`src/rtl/code_check_arbiter.sv`:
```
`default_nettype none
// ============================================================================
//  Module   : code_check_arbiter
//  Purpose  : Round-robin sharing of one external 6-bit code checker among
//             N_REQ requesters. Statistics counters are built in only when
//             the CHECK_STATS_EN macro is defined.
//  Revision : 1.0
// ============================================================================
module code_check_arbiter #(
    parameter int N_REQ = 4,
    parameter int ID_W  = $clog2(N_REQ)
`ifdef CHECK_STATS_EN
    ,
    parameter int CNT_W = 16
`endif
) (
    input  logic                 clock,
    input  logic                 reset_L,
    input  logic [N_REQ-1:0]     req,
    input  logic [6*N_REQ-1:0]   code,
    output logic [N_REQ-1:0]     ack,
    output logic                 result,
    output logic [ID_W-1:0]      grant_id,
    output logic                 busy,
    output logic [5:0]           chk_code,
    input  logic                 chk_valid
`ifdef CHECK_STATS_EN
    ,
    input  logic                 clear_stats,
    output logic [CNT_W-1:0]     accept_cnt,
    output logic [CNT_W-1:0]     reject_cnt
`endif
);

    typedef enum logic [1:0] {
        ST_IDLE  = 2'd0,
        ST_CHECK = 2'd1,
        ST_RESP  = 2'd2
    } state_t;

    localparam logic [ID_W-1:0] c_last_id = ID_W'(N_REQ - 1);

    state_t           r_state;
    logic [ID_W-1:0]  r_rr_ptr;
    logic [5:0]       w_code_arr [N_REQ];
    logic [ID_W-1:0]  w_winner;
    logic             w_any;
    logic [ID_W-1:0]  w_next_ptr;

    generate
        for (genvar g = 0; g < N_REQ; g++) begin : g_unpack
            assign w_code_arr[g] = code[6*g +: 6];
        end
    endgenerate

    // First active request at or above rr_ptr, wrapping modulo N_REQ.
    always_comb begin
        w_any    = 1'b0;
        w_winner = '0;
        for (int i = 0; i < N_REQ; i++) begin
            if (!w_any && req[(int'(r_rr_ptr) + i) % N_REQ]) begin
                w_any    = 1'b1;
                w_winner = ID_W'((int'(r_rr_ptr) + i) % N_REQ);
            end
        end
    end

    assign w_next_ptr = (grant_id == c_last_id) ? '0 : grant_id + 1'b1;

    always_ff @(posedge clock or negedge reset_L) begin
        if (!reset_L) begin
            r_state  <= ST_IDLE;
            r_rr_ptr <= '0;
            ack      <= '0;
            result   <= 1'b0;
            grant_id <= '0;
            busy     <= 1'b0;
            chk_code <= 6'b000000;
        end else begin
            case (r_state)
                ST_IDLE: begin
                    if (w_any) begin
                        grant_id <= w_winner;
                        chk_code <= w_code_arr[w_winner];
                        busy     <= 1'b1;
                        r_state  <= ST_CHECK;
                    end
                end
                ST_CHECK: begin
                    // chk_code has been stable for the whole cycle here.
                    result  <= chk_valid;
                    ack     <= N_REQ'(1) << grant_id;
                    r_state <= ST_RESP;
                end
                ST_RESP: begin
                    ack      <= '0;
                    busy     <= 1'b0;
                    r_rr_ptr <= w_next_ptr;
                    r_state  <= ST_IDLE;
                end
                default: begin
                    ack     <= '0;
                    busy    <= 1'b0;
                    r_state <= ST_IDLE;
                end
            endcase
        end
    end

`ifdef CHECK_STATS_EN
    always_ff @(posedge clock or negedge reset_L) begin
        if (!reset_L) begin
            accept_cnt <= '0;
            reject_cnt <= '0;
        end else if (clear_stats) begin
            accept_cnt <= '0;
            reject_cnt <= '0;
        end else if (r_state == ST_RESP) begin
            if (result) begin
                if (accept_cnt != '1) accept_cnt <= accept_cnt + 1'b1;
            end else begin
                if (reject_cnt != '1) reject_cnt <= reject_cnt + 1'b1;
            end
        end
    end
`endif

endmodule
`default_nettype wire

```
`config.mk`:
```
export PLATFORM = sky130hd
export DESIGN_NAME = code_check_arbiter
export DESIGN_NICKNAME = d
export VERILOG_FILES = /design/src/rtl/code_check_arbiter.sv
export SDC_FILE = /design/constraint.sdc
export NUM_CORES = 1
export LEC_CHECK = 0
export CELL_PAD_IN_SITES_DETAIL_PLACEMENT = 1
export CELL_PAD_IN_SITES_GLOBAL_PLACEMENT = 1
export CORE_MARGIN = 1
export CORE_UTILIZATION = 30
export CTS_CLUSTER_DIAMETER = 50
export CTS_CLUSTER_SIZE = 16
export DETAILED_ROUTE_END_ITERATION = 16
export PLACE_DENSITY_LB_ADDON = 0.15
export RECOVER_POWER = 25
export SLEW_MARGIN = 20
export SYNTH_ARGS = -nofsm -noshare
export SYNTH_HDL_FRONTEND = slang
export SYNTH_SLANG_ARGS = --single-unit
```
`constraint.sdc`:
```
create_clock -name clock -period 2.22 [get_ports clock]
set_clock_uncertainty 0.2 [all_clocks]
set_input_delay 0.222 -clock clock [delete_from_list [all_inputs] [get_ports clock]]
set_output_delay 0.222 -clock clock [all_outputs]
set_load 0.1 [all_outputs]
```
Word-level counts from Yosys, hierarchy flattened. Index checks and enable logic that the tools add are counted.

Bits in registers: 18. Input bits: 31. Output and inout port bits: 14. Logic and storage cells: 66.

$add $sub $neg: 4. Magnitude comparators: 5. Eq/ne operators: 4. Shift operators: 1. Multiplexer cells: 28. Bitwise operators: 5. Reduce and logical (&&, ||, !) cells: 12.

Operators by type and width (count): 6-bit binary-select mux with 2-bit select (1); 3-bit by 4-bit < comparator with 1-bit output (second input constant) (3); 1-bit two-way mux (12); 2-bit two-way mux (6); 6-bit two-way mux (2); 1-bit binary-select mux with 2-bit select (4); 4-bit one-hot mux with 2 select lines (1); 2-bit OR reduction (3); 2-bit by 1-bit adder with 2-bit output (second input constant) (2); 2-bit adder (second input constant) (2); 2-bit equality test (second input constant) (2); 2-bit one-hot mux with 2 select lines (1); 2-bit AND reduction (2); 1-bit by 2-bit << shifter with 4-bit output (first input constant) (1); 1-bit bitwise AND (first input constant) (3); 3-bit >= comparator (second input constant) (1); 1-bit logical AND (3); 1-bit zero test (3); 2-bit by 3-bit < comparator with 1-bit output (second input constant) (1); 2-bit NOT with 3-bit output (1); 2-bit by 1-bit equality test with 1-bit output (second input constant) (1); 2-bit zero test (1); 2-bit inequality test (second input constant) (1); 1-bit one-hot mux with 2 select lines (1); 1-bit NOT (1).

Depth between registers and ports, before layout.
Word-level depth: 18. Depth in mapped cells: 7.

Worst setup path after synthesis. No wires, ideal clock.

Path kind: register to register. From: reg grant_id[0]. To: reg r_rr_ptr[1]. Arrival time: 1678 ps. Data required time: 1895 ps. Setup slack: 217 ps. Stages on the path, launching flop included: 4. Path buffers: 0. Period minus slack after synthesis: 2003 ps. Cell sequence: dfrtp_1 > inv_1 > ha_1 > mux2_2.

Word-level cells in the longest chain between the ends: 2.

Ends and longest elaborated chain: start: declaration (RTL line 23) `output logic [ID_W-1:0] grant_id,`; start signal: assignment (RTL line 83) `grant_id <= w_winner;`; 2-bit by 1-bit adder with 2-bit output or 2-bit equality test (tied branches) (RTL line 68) `assign w_next_ptr = (grant_id == c_last_id) ? '0 : grant_id + 1'b1;`; 2-bit two-way mux (*) (RTL line 68); via w_next_ptr[1] (RTL line 48) `logic [ID_W-1:0] w_next_ptr;`; end signal: assignment (RTL line 98) `r_rr_ptr <= w_next_ptr;`; end: declaration (RTL line 44) `logic [ID_W-1:0] r_rr_ptr;`.

The timed path passes the listed nets; every way through them passes the cells marked *. A chain may end at the register's enable or synchronous reset.

Worst setup path in the final report.
From: in req[0]. To: reg chk_code[5].

Word-level cells in the longest chain between the ends: 16.

Ends and longest elaborated chain: start: declaration (RTL line 19) `input logic [N_REQ-1:0] req,`; 1-bit binary-select mux with 2-bit select (RTL line 61) `if (!w_any && req[(int'(r_rr_ptr) + i) % N_REQ]) begin`; 1-bit two-way mux (not written as such) (RTL line 61); 1-bit two-way mux (RTL line 61); 1-bit zero test (RTL line 61); 1-bit logical AND (RTL line 61); 1-bit two-way mux (RTL line 61); 1-bit zero test (RTL line 61); 1-bit logical AND (RTL line 61); 1-bit two-way mux (RTL line 61); 1-bit zero test (RTL line 61); 1-bit logical AND (RTL line 61); 2-bit two-way mux (RTL line 61); 2-bit NOT with 3-bit output (not written as such) (RTL line 84) `chk_code <= w_code_arr[w_winner];`; 6-bit binary-select mux with 2-bit select (RTL line 84); 6-bit two-way mux (not written as such) (2 in a row) (RTL line 84); end signal: assignment (RTL line 84); end: declaration (RTL line 25) `output logic [5:0] chk_code,`.

Several ways; a longest one is shown, not always the timed one. The select of a mux whose other input is x is not followed.

==> results.tsv <==
metric	value	unit
drt_wl_total	2.39	mm
fin_crit_sh	82.8	%
postRouteAntennaNets	0	
cts_tree	built	
slew_viol_final	0	
whs	0.305	ns
clk_pin_slew	0.10	ns
vias	841	
ctsHoldBuffers	0	
grt_max_degree	19	
hold_violations	0	
track_usage	14.3	%
min_delay_path_depth	2	
ys_ff_latch	18	
grt_pass1_wl	3.72	mm
yosysSeqAreaShare	45.9	%
final_common_cell	clkdlybuf4s50_1	
path_class	in2reg	
gr-total-overflow	0	
gr-usage-met3	2.18	%
postSynthCellCount	87	
cts_buffers	3	
numClockSinks	18	
worst_setup_path_start_kind	input port	
crit_chain	clkdlybuf4s50_1, inv_1, o221a_4, o22ai_4, buf_12, mux2i_1, o221ai_1	
status	finished clean	
drc	0	
dr.first_iter.drc_count	13	
synth.avg_cell_area	11.3	sq um
rsz0062_at_grt	false	
yosys_warnings	0	
die_w	59.2	um
start_util	31.9	%
synth_cell_types	25	
antenna_found_initial	0	
cts_buffer_depth	2	
fin_util	48.6	%
place_hpwl	1.92	mm
h-tree-depth	1	
diodes	0	
whs_endpoint	chk_code[3]	
fill_cells	362	
first_pass_iters	4	
final_cell_mix	clkdlybuf4s50_1, dfrtp_1, buf_4	
synth_nets	122	
arrival	1.80	ns
synth_area	981	sq um
drv_cap	0	
cp.required	2.18	ns
layout-drive-gt1-share	20.6	%
slowest_delay	0.55	ns
use_met2	24.2	%
layout.nets	172	
cts_root_buf	clkbuf_4	
syn_to_final_growth	52.6	%
ios	45	
die_h	59.2	um
top_usage_layer	met2	
critPathSlowestCell	clkdlybuf4s50_1	
worst_setup_path_end_kind	flip-flop	
dieArea	3500	sq um
worst_pin_slew	0.968	ns
final.setup.tns	0	ns
grt_pass1_vias	829	
r2r-start	r_rr_ptr[0]	
ff2ff_path_depth	5	
hold_path.class	reg2reg	
num_rows	20	
slew_headroom	35.5	%
max_freq	0.544	GHz
via_per_inst	4.67	
cts_resized	0	
critPathMaxFanout	13	
r2r_setup_slack	0.45	ns
routabilityCongestion	0.695	
r2r_end	chk_code[5]	
setup_viol	0	
port_buffers	44	
fin_crit	1.84	ns
clkLatencyLatePin	0.28	ns
min_from	chk_code[3]	
wire_per_inst	13.3	um
post-cts-setup-buffer-count	0	
core-area	3080	sq um
use_met1	18.3	%
## worst max-delay path by stage
| stage | start | to | cells after the start |
|---|---|---|---|
| detailed placement | req[0] | chk_code[5] | 7 |
| CTS | req[0] | chk_code[5] | 7 |
| global route | req[0] | chk_code[2] | 7 |
| finish | req[0] | chk_code[5] | 7 |
| floorplan | grant_id[0] | r_rr_ptr[1] | 3 |
| global placement | req[3] | chk_code[3] | 4 |
## layer usage
metal / share of wire [%] / wire (um) / vias to the layer above
met3: 4.2 / 100 / 2
met1: 45 / 1080 / 411
met2: 50 / 1180 / 21
met4: 0.71 / 17 / 0
li1: - / - / 407
met5: 0 / 0 / -
## Yosys cell counts
| library cell | n | area (sq um) |
|---|---|---|
| o31ai_1 | 1 | 7.51 |
| o221ai_1 | 6 | 52.6 |
| nor2_1 | 6 | 22.5 |
| nor2b_1 | 3 | 18.8 |
| nor3_2 | 1 | 10.0 |
| clkbuf_1 | 2 | 7.51 |
| a21oi_1 | 1 | 5.00 |
| o21ai_1 | 3 | 15.0 |
| mux2_2 | 1 | 11.3 |
| nand2b_1 | 1 | 6.26 |
| ha_1 | 4 | 50.1 |
| inv_1 | 5 | 18.8 |
| o22ai_4 | 1 | 20.0 |
| o221a_4 | 1 | 20.0 |
| mux2i_1 | 16 | 160 |
| o22ai_1 | 1 | 6.26 |
| dfrtp_1 | 18 | 450 |
| a21o_1 | 1 | 7.51 |
| buf_4 | 1 | 7.51 |
| nand2_1 | 9 | 33.8 |
| or2_1 | 1 | 6.26 |
| inv_2 | 1 | 3.75 |
| o41ai_1 | 1 | 8.76 |
| buf_12 | 1 | 20.0 |
| mux2_1 | 1 | 11.3 |
## metrics by stage
step                cells  setup WS (ns)  cell area (sq um)
floorplan              87          0.217                981
global placement      176         0.0847               1460
detailed placement    176         0.0523               1460
CTS                   180          0.363               1500
global route          180          0.319               1500
finish                180          0.382               1500
## sequential cells by signal, summed over array words and instances, names as in the netlist
register / count
result: 1
r_state: 2
chk_code: 6
r_rr_ptr: 2
ack: 4
busy: 1
grant_id: 2
## critical path, delay by kind of cell
| family | cells | cell delay (ns) |
|---|---|---|
| mux | 1 | 0.22 |
| compound gates | 3 | 0.54 |
| buf+inv | 3 | 0.81 |
## area by class of cell
class                   instances  area, sq um  area share [%]
well taps                      44         55.1            3.68
multi-input cells              59          480            32.1
clock buffers                   4         36.3            2.42
inverters                       6         22.5            1.51
repair buffers                 49          452            30.2
flip-flops and latches         18          450            30.1
## kinds of logic after synthesis
logic type / count (synthesis) / share of synthesized area [%]
and+or+nand+nor: 21 / 9.95
muxes: 18 / 18.6
DFF: 18 / 45.9
AOI/OAI and AO/OA: 16 / 14.5
buffers and inverters: 10 / 5.87
adders and majority gates: 4 / 5.10
Power is not shown: default switching activity piles up to over one toggle a cycle in this logic, so the estimate is an artifact.
